### config.mk
export PLATFORM = sky130hd
export DESIGN_NAME = pht_sat_tab
export DESIGN_NICKNAME = d
export VERILOG_FILES = /design/src/rtl/pht_sat_tab.sv
export SDC_FILE = /design/constraint.sdc
export NUM_CORES = 1
export LEC_CHECK = 0
export CAP_MARGIN = 5
export CORE_ASPECT_RATIO = 0.5
export CORE_MARGIN = 4
export CORE_UTILIZATION = 37
export DETAILED_ROUTE_END_ITERATION = 8
export SYNTH_ARGS = -nofsm -noshare
export SYNTH_HDL_FRONTEND = slang
export SYNTH_SLANG_ARGS = --single-unit
### constraint.sdc
create_clock -name clk -period 3.3 [get_ports clk]
set_input_delay 0.33 -clock clk [delete_from_list [all_inputs] [get_ports clk]]
set_output_delay 0.33 -clock clk [all_outputs]
set_load 0.01 [all_outputs]
### src/rtl/pht_sat_tab.sv
// pht_sat_tab: multi-set pattern history table of saturating counters with a
// 2-stage read-modify-write update pipe and a sequential clear engine.
// Optional define PHT_BYPASS_EN: forward the in-flight update into the lookup path.
module pht_sat_tab #(
    parameter int SET_NUM   = 4,
    parameter int TAB_DEPTH = 64,
    parameter int CNT_W     = 2,
    parameter int INIT_VAL  = 1
) (
    input  logic                         clk,
    input  logic                         reset,
    input  logic                         rd_en,
    input  logic [$clog2(SET_NUM)-1:0]   rd_set,
    input  logic [$clog2(TAB_DEPTH)-1:0] rd_idx,
    output logic                         rd_vld,
    output logic [CNT_W-1:0]             rd_cnt,
    output logic                         rd_taken,
    input  logic                         up_en,
    input  logic [$clog2(SET_NUM)-1:0]   up_set,
    input  logic [$clog2(TAB_DEPTH)-1:0] up_idx,
    input  logic                         up_taken,
    input  logic                         clr_req,
    output logic                         busy
);

    localparam int SW      = $clog2(SET_NUM);
    localparam int IW      = $clog2(TAB_DEPTH);
    localparam int AW      = SW + IW;
    localparam int ENTRIES = SET_NUM * TAB_DEPTH;

    localparam logic [CNT_W-1:0] CMAX     = '1;
    localparam logic [CNT_W-1:0] INIT_CNT = CNT_W'(INIT_VAL);
    localparam logic [AW-1:0]    LAST_PTR = AW'(ENTRIES - 1);

    typedef enum logic {
        ST_IDLE,
        ST_CLEAR
    } state_t;

    state_t state, state_nxt;

    logic [CNT_W-1:0] cnt_mem [ENTRIES];

    logic [AW-1:0]    rd_addr, up_addr;
    logic [AW-1:0]    clr_ptr;
    logic             idle, clr_start, clr_wr, clr_last;
    logic             up_acc, rd_acc, u2_wr;

    logic             u2_vld, u2_taken;
    logic [AW-1:0]    u2_addr;
    logic [CNT_W-1:0] u2_cnt, u2_nxt;
    logic [CNT_W-1:0] up_cur, rd_cur;

    assign rd_addr  = {rd_set, rd_idx};
    assign up_addr  = {up_set, up_idx};
    assign rd_taken = rd_cnt[CNT_W-1];

    always_ff @(posedge clk or negedge reset) begin
        if (!reset) begin
            state <= ST_IDLE;
        end else begin
            state <= state_nxt;
        end
    end

    always_comb begin
        state_nxt = state;
        idle      = 1'b0;
        busy      = 1'b0;
        clr_start = 1'b0;
        clr_wr    = 1'b0;
        clr_last  = 1'b0;
        case (state)
            ST_IDLE: begin
                idle      = 1'b1;
                clr_start = clr_req;
                if (clr_req) begin
                    state_nxt = ST_CLEAR;
                end
            end
            ST_CLEAR: begin
                busy     = 1'b1;
                clr_wr   = 1'b1;
                clr_last = (clr_ptr == LAST_PTR);
                if (clr_last) begin
                    state_nxt = ST_IDLE;
                end
            end
            default: state_nxt = ST_IDLE;
        endcase
    end

    // An update presented together with clr_req is dropped; the U2 write of
    // that cycle is also discarded since the clear rewrites the whole table.
    always_comb begin
        up_acc = idle && up_en && !clr_req;
        rd_acc = idle && rd_en;
        u2_wr  = u2_vld && !clr_start;
    end

    always_comb begin
        u2_nxt = u2_cnt;
        if (u2_taken) begin
            if (u2_cnt != CMAX) begin
                u2_nxt = u2_cnt + CNT_W'(1);
            end
        end else begin
            if (u2_cnt != '0) begin
                u2_nxt = u2_cnt - CNT_W'(1);
            end
        end
    end

    // Back-to-back updates to one entry must see U2's result, not the stale array.
    always_comb begin
        up_cur = cnt_mem[up_addr];
        if (u2_vld && (u2_addr == up_addr)) begin
            up_cur = u2_nxt;
        end
    end

    always_comb begin
        rd_cur = cnt_mem[rd_addr];
`ifdef PHT_BYPASS_EN
        if (u2_vld && (u2_addr == rd_addr)) begin
            rd_cur = u2_nxt;
        end
`endif
    end

    always_ff @(posedge clk or negedge reset) begin
        if (!reset) begin
            u2_vld   <= 1'b0;
            u2_taken <= 1'b0;
            u2_addr  <= '0;
            u2_cnt   <= '0;
        end else begin
            u2_vld <= up_acc;
            if (up_acc) begin
                u2_taken <= up_taken;
                u2_addr  <= up_addr;
                u2_cnt   <= up_cur;
            end
        end
    end

    always_ff @(posedge clk or negedge reset) begin
        if (!reset) begin
            clr_ptr <= '0;
        end else if (clr_wr) begin
            clr_ptr <= clr_last ? '0 : clr_ptr + AW'(1);
        end
    end

    always_ff @(posedge clk or negedge reset) begin
        if (!reset) begin
            rd_vld <= 1'b0;
            rd_cnt <= '0;
        end else begin
            rd_vld <= rd_acc;
            if (rd_acc) begin
                rd_cnt <= rd_cur;
            end
        end
    end

    always_ff @(posedge clk or negedge reset) begin
        if (!reset) begin
            for (int unsigned i = 0; i < ENTRIES; i++) begin
                cnt_mem[i] <= INIT_CNT;
            end
        end else if (clr_wr) begin
            cnt_mem[clr_ptr] <= INIT_CNT;
        end else if (u2_wr) begin
            cnt_mem[u2_addr] <= u2_nxt;
        end
    end

endmodule
==> impl_results.rst, run 1 <==
.. list-table::
   :header-rows: 1

   * - Metric
     - Value
   * - Kind of end point of the critical path
     - flop
   * - Overall die width
     - 430 um
   * - Data required, critical path
     - 3.88 ns
   * - Deepest clock path buffer count
     - 3
   * - Wire length after detailed routing
     - 135000 um
   * - Setup violators final
     - 0
   * - Post-CTS Hold Fix Bufs
     - 1
   * - Later-pin clock latency in the skew report
     - 0.66 ns
   * - Final estimated routing congestion in global placement
     - 1.01
   * - Largest fanout on the critical path
     - 13
   * - Flip-flop and latch count after synthesis
     - 536
   * - Initial DRC count
     - 4121
   * - Clock period minus final worst setup slack
     - 2.80 ns
   * - Global-route wire length before repair
     - 198000 um
   * - Relative slew slack
     - 24.7%
   * - Commonest non-fill, non-tap cells in the layout
     - nor2_1, mux2i_1, dfrtp_1
   * - Final number of max-transition violations
     - 0
   * - Skew final
     - 0.0216 ns
   * - Largest net degree at the start of global routing
     - 84
   * - Cells on worst reg2reg path
     - 8
   * - DR WL/cell
     - 32.3 um
   * - Async SR Flop Fraction
     - 100%
   * - Pwr/cell area
     - 608 nW/um^2
   * - Num CTS Buffers
     - 55
   * - Setup total negative slack
     - 0 ns
   * - Syn Std Cell Area
     - 32900 um^2
   * - Worst setup path class
     - in -> reg
   * - MaxCap Viol Count
     - 0
   * - Final core utilization
     - 42.1%
   * - Status
     - finished, final reports clean
   * - Portion of the clock cycle consumed by the worst path in the final layout
     - 84.8%
   * - Average via count per standard cell
     - 6.69
   * - HPWL Detailed
     - 92000 um
   * - Number of buffers inserted by port buffering
     - 26
   * - Leakage
     - 12.1 nW
   * - Stage delay of the slowest cell on the critical path
     - 0.89 ns
   * - Number of setup buffers added after CTS
     - 0
   * - Die outline area
     - 94100 um^2
   * - Average size of a mapped cell
     - 11.0 um^2
   * - Unrepaired setup endpoints after global routing
     - false
   * - Highest Clock Rate
     - 0.357 GHz
   * - Placed Cells
     - 4087
   * - Number of ports placed on the die boundary
     - 27
   * - Effective utilization at floorplan
     - 37.3%
   * - Router iterations before antenna repair
     - 5
   * - Signed area change from the synthesized netlist to the final layout
     - 12.8%
   * - Total number of yosys warnings
     - 0
   * - CTS sink cnt
     - 536
   * - Data arrival at the endpoint of the critical path
     - 3.38 ns
   * - Fill cells
     - 8301
   * - Cells along the critical path
     - buf_2 -> buf_4 -> buf_4 -> nand2b_1 -> o221ai_1 -> o21ai_0 -> a221oi_1 -> nor4_1 -> nor3_1 -> a221o_1
   * - Vias in the first global route
     - 27300
   * - Worst min path class
     - in -> async
   * - Post-CTS clock slew at the launch and capture registers of the worst setup and hold paths
     - 0.08 ns
   * - Post-CTS Resized
     - 0
   * - Synth Flop Type
     - dfrtp_1
   * - Synthesized netlist cell count
     - 2988
   * - Overflow left after global routing
     - 0
   * - Worst VDD drop
     - 0.497 mV
   * - Net count, final
     - 2986
   * - Net count after synthesis
     - 3014
   * - Critical Path Start Type
     - input port
   * - Vert. Die Dim
     - 219 um
   * - Number of enable-type register cells in the synthesized netlist
     - 0
   * - Std-Cell Core Area
     - 88200 um^2
   * - Critical Path Most Common Cell
     - buf_4
   * - Commonest non-fill, non-tap cell in the layout
     - nor2_1
   * - Global-route usage over all layers
     - 28.5%
   * - Worst Tran Pin Value
     - 1.13 ns
   * - Final instance count without filler cells
     - 4193
   * - Master cell of the clock root buffer
     - clkbuf_16
   * - Num rows
     - 77
   * - Critical Path Slowest Stage Cell
     - a221oi_1
   * - Sequential cell area fraction in the yosys report
     - 41.7%
   * - ANT nets after route
     - 0
   * - Distinct cell type count of the synthesized netlist
     - 70
   * - Antenna violations before repair
     - 5
   * - Remaining DRCs
     - 0
   * - TritonCTS clock tree
     - done
   * - H-tree levels
     - 2
   * - Hold Violations, Final
     - 0
   * - Share of post-route cells with drive strength above 1
     - 27.8%
   * - Routed via count
     - 28100
-- state kept, by name, indices dropped and copies added, names as in the netlist --
signal	cells
u2_cnt	2
clr_ptr	8
state	1
u2_vld	1
u2_taken	1
rd_cnt	2
rd_vld	1
u2_addr	8
cnt_mem	512
-- critical path: cells and delay by family --
family,cells,cell delay (ns)
and+or+nand+nor,3,0.63
AOI/OAI and AO/OA,4,1.43
buffers and inverters,3,0.97
-- cell type report --
type	instances	area (um^2)	share of cell area [%]
Inverter	15	56.3	0.152
Sequential cell	536	13700	37.0
Antenna cell	1	2.50	0.00674
Timing Repair Buffer	236	2200	5.93
Tap cell	1185	1480	3.99
Clock inverter	28	400	1.08
Multi-Input combinational cell	2116	17700	47.6
Clock buffer	76	1570	4.22
-- stage by stage --
stage | power [W] | hold WS (ns) | worst slack (ns) | cell area (um^2)
floorplan | 0.0128 | 0.0344 | 0.861 | 32900
global placement | 0.0152 | 0.330 | 0.0665 | 35100
detailed placement | 0.0153 | 0.329 | 0.0209 | 35100
CTS | 0.0224 | 0.238 | 0.696 | 37100
global route | 0.0233 | 0.288 | 0.511 | 37100
finish | 0.0226 | 0.251 | 0.501 | 37100
-- synthesized netlist by cell type (all sizes together) (5+ instances only) --
master  instances  area, um^2
nor3           33         170
nand2b         13        81.3
mux4          248        5630
nand4          17         106
a221oi          5        43.8
a211oi          9        72.6
inv            13        48.8
o211ai          5        37.5
nand3          72         360
clkbuf        236         886
dfrtp         280        7010
nor4b           5        43.8
mux2            7        78.8
and3            8        50.1
a21oi          43         215
o21ai         274        1370
buf            85         571
mux2i         339        3390
xor2            9        78.8
dfstp         256        6730
o221ai         25         219
nor2b          21         134
o32a          228        2280
a22oi           9        67.6
or2            19         119
or3             7        43.8
o22ai          13        81.3
and2           10        62.6
nand2         114         428
nor2          523        1970
-- layer usage --
layer	vias up	wire length [um]	track usage (%)
met5	-	27	0
met4	4	5420	10.4
met3	329	17400	8.69
met2	1900	57200	41.4
met1	14500	55300	40.1
li1	11300	-	-
-- final timing paths --
check	from	end	slack [ns]
worst min register to register	state$_DFF_PN0_	state$_DFF_PN0_	0.54
worst max-delay path	up_idx[4]	u2_cnt[1]$_DFFE_PN0P_	0.50
worst min-delay path	reset	clr_ptr[4]$_DFFE_PN0P_	0.25
worst max register to register	cnt_mem[372]$_DFFE_PN1P_	u2_cnt[0]$_DFFE_PN0P_	0.68
min in group clk	up_idx[1]	u2_addr[1]$_DFFE_PN0P_	0.30
max in group asynchronous	reset	cnt_mem[424]$_DFFE_PN1P_	2.05
-- report_power, final --
group,internal [W],switching (W),total (W),leakage [nW]
combinational,0.00255,0.00348,0.00602,5.71
sequential,0.00828,0.00126,0.00953,5.42
clock,0.00403,0.00298,0.00702,0.954
-- cells by family (layout without fill, tap and decap cells) --
kind of cell	count (synthesis)	count (layout)	synth area share (%)
XOR/XNOR	12	12	0.319
buffers and inverters	336	355	4.60
other	0	1	0
adder cells (fa/ha/maj)	4	4	0.152
flip-flops	536	536	41.7
multiplexers	594	594	27.7
AO/OA/AOI/OAI	648	648	14.3
AND/OR/NAND/NOR	858	858	11.2
No activity file was read; power rests on OpenSTA's default activity.
==> run 2: changes to the inputs <==
==> constraint.sdc (replaced) <==
create_clock -name clk -period 2.7 [get_ports clk]
set_input_delay 0.27 -clock clk [delete_from_list [all_inputs] [get_ports clk]]
set_output_delay 0.27 -clock clk [all_outputs]
set_load 0.01 [all_outputs]
==> run 2 against run 1 <==
- the flow now finishes with violations (negative setup slack)
- sequential share of layout area decreased by 1.1 points
- clock skew down 0.0067 ns
- cell area up 3.1%
- critical path type is now reg -> reg
==> impl_results.rst, run 2 (same netlist as run 1, synthesis figures left out) <==
.. list-table::
   :header-rows: 1

   * - Metric
     - Value
   * - Status
     - finished, violations left (was finished, final reports clean)
   * - Failing checks
     - negative setup slack
   * - Number of ports placed on the die boundary
     - 27 (unchanged)
   * - Highest Clock Rate
     - 0.370 GHz
   * - Worst setup path class
     - reg -> reg (was in -> reg)
   * - Number of buffers inserted by port buffering
     - 26 (unchanged)
   * - Max reg flops
     - 512 (unchanged)
   * - Commonest non-fill, non-tap cells in the layout
     - nor2_1, mux2i_1, buf_4 (was nor2_1, mux2i_1, dfrtp_1)
   * - Net count, final
     - 3127 (was 2986)
   * - Share of total power in sequential cells
     - 42.6% (was 42.2%)
   * - Effective utilization at floorplan
     - 37.3% (unchanged)
   * - Final number of max-transition violations
     - 0 (unchanged)
   * - Routed via count
     - 28800 (was 28100)
   * - Kind of end point of the critical path
     - flop (unchanged)
   * - Switching share of power
     - 33.9% (was 34.2%)
   * - Portion of the clock cycle consumed by the worst path in the final layout
     - 100%
   * - Fill cells
     - 8274 (was 8301)
   * - Proportion of power drawn by the clock network
     - 29.9% (was 31.1%)
   * - CTS sink cnt
     - 536 (unchanged)
   * - Overall die width
     - 430 um (unchanged)
   * - HPWL Detailed
     - 94900 um (was 92000 um)
   * - Std-Cell Core Area
     - 88200 um^2 (unchanged)
   * - Num rows
     - 77 (unchanged)
   * - ANT nets after route
     - 0 (unchanged)
   * - Skew final
     - 0.0149 ns (was 0.0216 ns)
   * - Registers with the most flip-flops
     - cnt_mem (512), clr_ptr (8), u2_addr (8) (unchanged)
   * - Largest net degree at the start of global routing
     - 82 (was 84)
   * - Share of post-route cells with drive strength above 1
     - 31.1% (was 27.8%)
   * - H-tree levels
     - 2 (unchanged)
   * - Worst VDD drop
     - 0.456 mV (was 0.497 mV)
   * - Cell-internal power
     - 0.0181 W (was 0.0149 W)
   * - Hold Violations, Final
     - 0 (unchanged)
   * - Net Switching
     - 0.00928 W (was 0.00772 W)
   * - Commonest non-fill, non-tap cell in the layout
     - nor2_1 (unchanged)
   * - Post-CTS clock slew at the launch and capture registers of the worst setup and hold paths
     - 0.07 ns (was 0.08 ns)
   * - Minimum setup slack in the final design
     - -0.00337 ns (was 0.501 ns)
   * - Critical Path Start Type
     - flop (was input port)
   * - Largest fanout on the critical path
     - 3 (was 13)
   * - DR WL/cell
     - 31.5 um (was 32.3 um)
   * - Leakage
     - 12.8 nW (was 12.1 nW)
   * - Signed area change from the synthesized netlist to the final layout
     - 16.3% (was 12.8%)
   * - Worst slack at placement
     - -0.382 ns (was 0.0209 ns)
   * - Later-pin clock latency in the skew report
     - 0.65 ns (was 0.66 ns)
   * - Relative slew slack
     - 44.9% (was 24.7%)
   * - Global-route usage over all layers
     - 28.6% (was 28.5%)
   * - Worst min path class
     - in -> async (unchanged)
   * - Hold slack final
     - 0.152 ns (was 0.251 ns)
   * - Top register by number of flip-flops
     - cnt_mem (unchanged)
   * - Deepest clock path buffer count
     - 3 (unchanged)
   * - Final estimated routing congestion in global placement
     - 0.998 (was 1.01)
   * - Antenna violations before repair
     - 11 (was 5)
   * - Clock period minus final worst setup slack
     - 2.70 ns
   * - Unrepaired setup endpoints after global routing
     - false (unchanged)
   * - Setup violators final
     - 1 (was 0)
   * - Die outline area
     - 94100 um^2 (unchanged)
   * - Wire length after detailed routing
     - 136000 um (was 135000 um)
   * - Overflow left after global routing
     - 0 (unchanged)
   * - Remaining DRCs
     - 0 (unchanged)
   * - MaxCap Viol Count
     - 0 (unchanged)
   * - TritonCTS clock tree
     - done (unchanged)
   * - Num CTS Buffers
     - 55 (unchanged)
   * - Initial DRC count
     - 4264 (was 4121)
   * - Average via count per standard cell
     - 6.64 (was 6.69)
   * - Data required, critical path
     - 3.23 ns (was 3.88 ns)
   * - Worst Tran Pin Value
     - 0.825 ns (was 1.13 ns)
   * - Combinational share of power
     - 27.5% (was 26.7%)
   * - Master cell of the clock root buffer
     - clkbuf_16 (unchanged)
   * - Router iterations before antenna repair
     - 6 (was 5)
   * - Global-route wire length before repair
     - 200000 um (was 198000 um)
   * - Vert. Die Dim
     - 219 um (unchanged)
   * - Pwr/cell area
     - 715 nW/um^2 (was 608 nW/um^2)
   * - Data arrival at the endpoint of the critical path
     - 3.23 ns (was 3.38 ns)
   * - Vias in the first global route
     - 28400 (was 27300)
-- run 2: routing by layer --
layer	wire [um]	global-route usage, %
met1	55600	40.3
met2	56700	41.1
met5	95	0
met4	5950	11.2
met3	18100	8.84
-- run 2: critical path, stage by stage, from the launching register on --
cell and delay [ns]:
dfstp_2 0.39, mux4_2 0.47, mux2_2 0.30, a221oi_1 0.53, o21ai_0 0.32, nor4b_1 0.23
a221o_1 0.34
-- run 2: path summary, 6_finish.rpt --
| path | start | to | slack [ns] | cells after the start |
|---|---|---|---|---|
| setup / recovery | cnt_mem[4]$_DFFE_PN1P_ | u2_cnt[0]$_DFFE_PN0P_ | -0.003 | 6 |
| hold / removal | reset | cnt_mem[93]$_DFFE_PN0P_ | 0.15 | 2 |
| setup reg to reg | cnt_mem[4]$_DFFE_PN1P_ | u2_cnt[0]$_DFFE_PN0P_ | -0.003 | 6 |
| hold reg to reg | cnt_mem[357]$_DFFE_PN0P_ | cnt_mem[357]$_DFFE_PN0P_ | 0.55 | 2 |
| max in group asynchronous | reset | cnt_mem[326]$_DFFE_PN1P_ | 1.57 | 4 |
| min in group clk | up_idx[1] | u2_addr[1]$_DFFE_PN0P_ | 0.23 | 4 |
-- run 2: power groups by stage --
stage | Clock (W) | Sequential (W) | Combinational [W]
2_1_floorplan | 0 | 0.0109 | 0.00477
3_3_place_gp | 0 | 0.0116 | 0.00711
3_5_place_dp | 0 | 0.0117 | 0.00728
4_1_cts | 0.00827 | 0.0116 | 0.00732
5_1_grt | 0.00860 | 0.0118 | 0.00791
6_report | 0.00820 | 0.0117 | 0.00753
-- run 2: area by class of cell --
type	instances	area, um^2	share of cell area (%)
Clock buffer	84	1680	4.38
Clock inverter	18	209	0.546
Sequential cell	536	13700	35.9
Multi-Input combinational cell	2116	17700	46.2
Inverter	15	56.3	0.147
Antenna cell	1	2.50	0.00654
Tap cell	1185	1480	3.87
Timing Repair Buffer	377	3440	8.97
-- run 2: per-stage QoR --
step	cells	utilization, %	power (W)	setup TNS, ns	cell area (um^2)
detailed placement	4228	41.2	0.0189	-0.610	36400
finish	4332	43.4	0.0274	-0.00337	38300
global placement	4228	41.2	0.0187	-0.669	36400
floorplan	2988	-	0.0157	0	32900
CTS	4331	43.4	0.0272	0	38300
global route	4331	43.4	0.0283	0	38300
-- run 2: timing repair --
action,in CTS,in global routing
buffers inserted,0,0
hold endpoints to repair,73,0
gates cloned,0,0
setup endpoints to repair,1,1
hold buffers,1,0
pin swaps,0,0
gates resized for setup,1,2
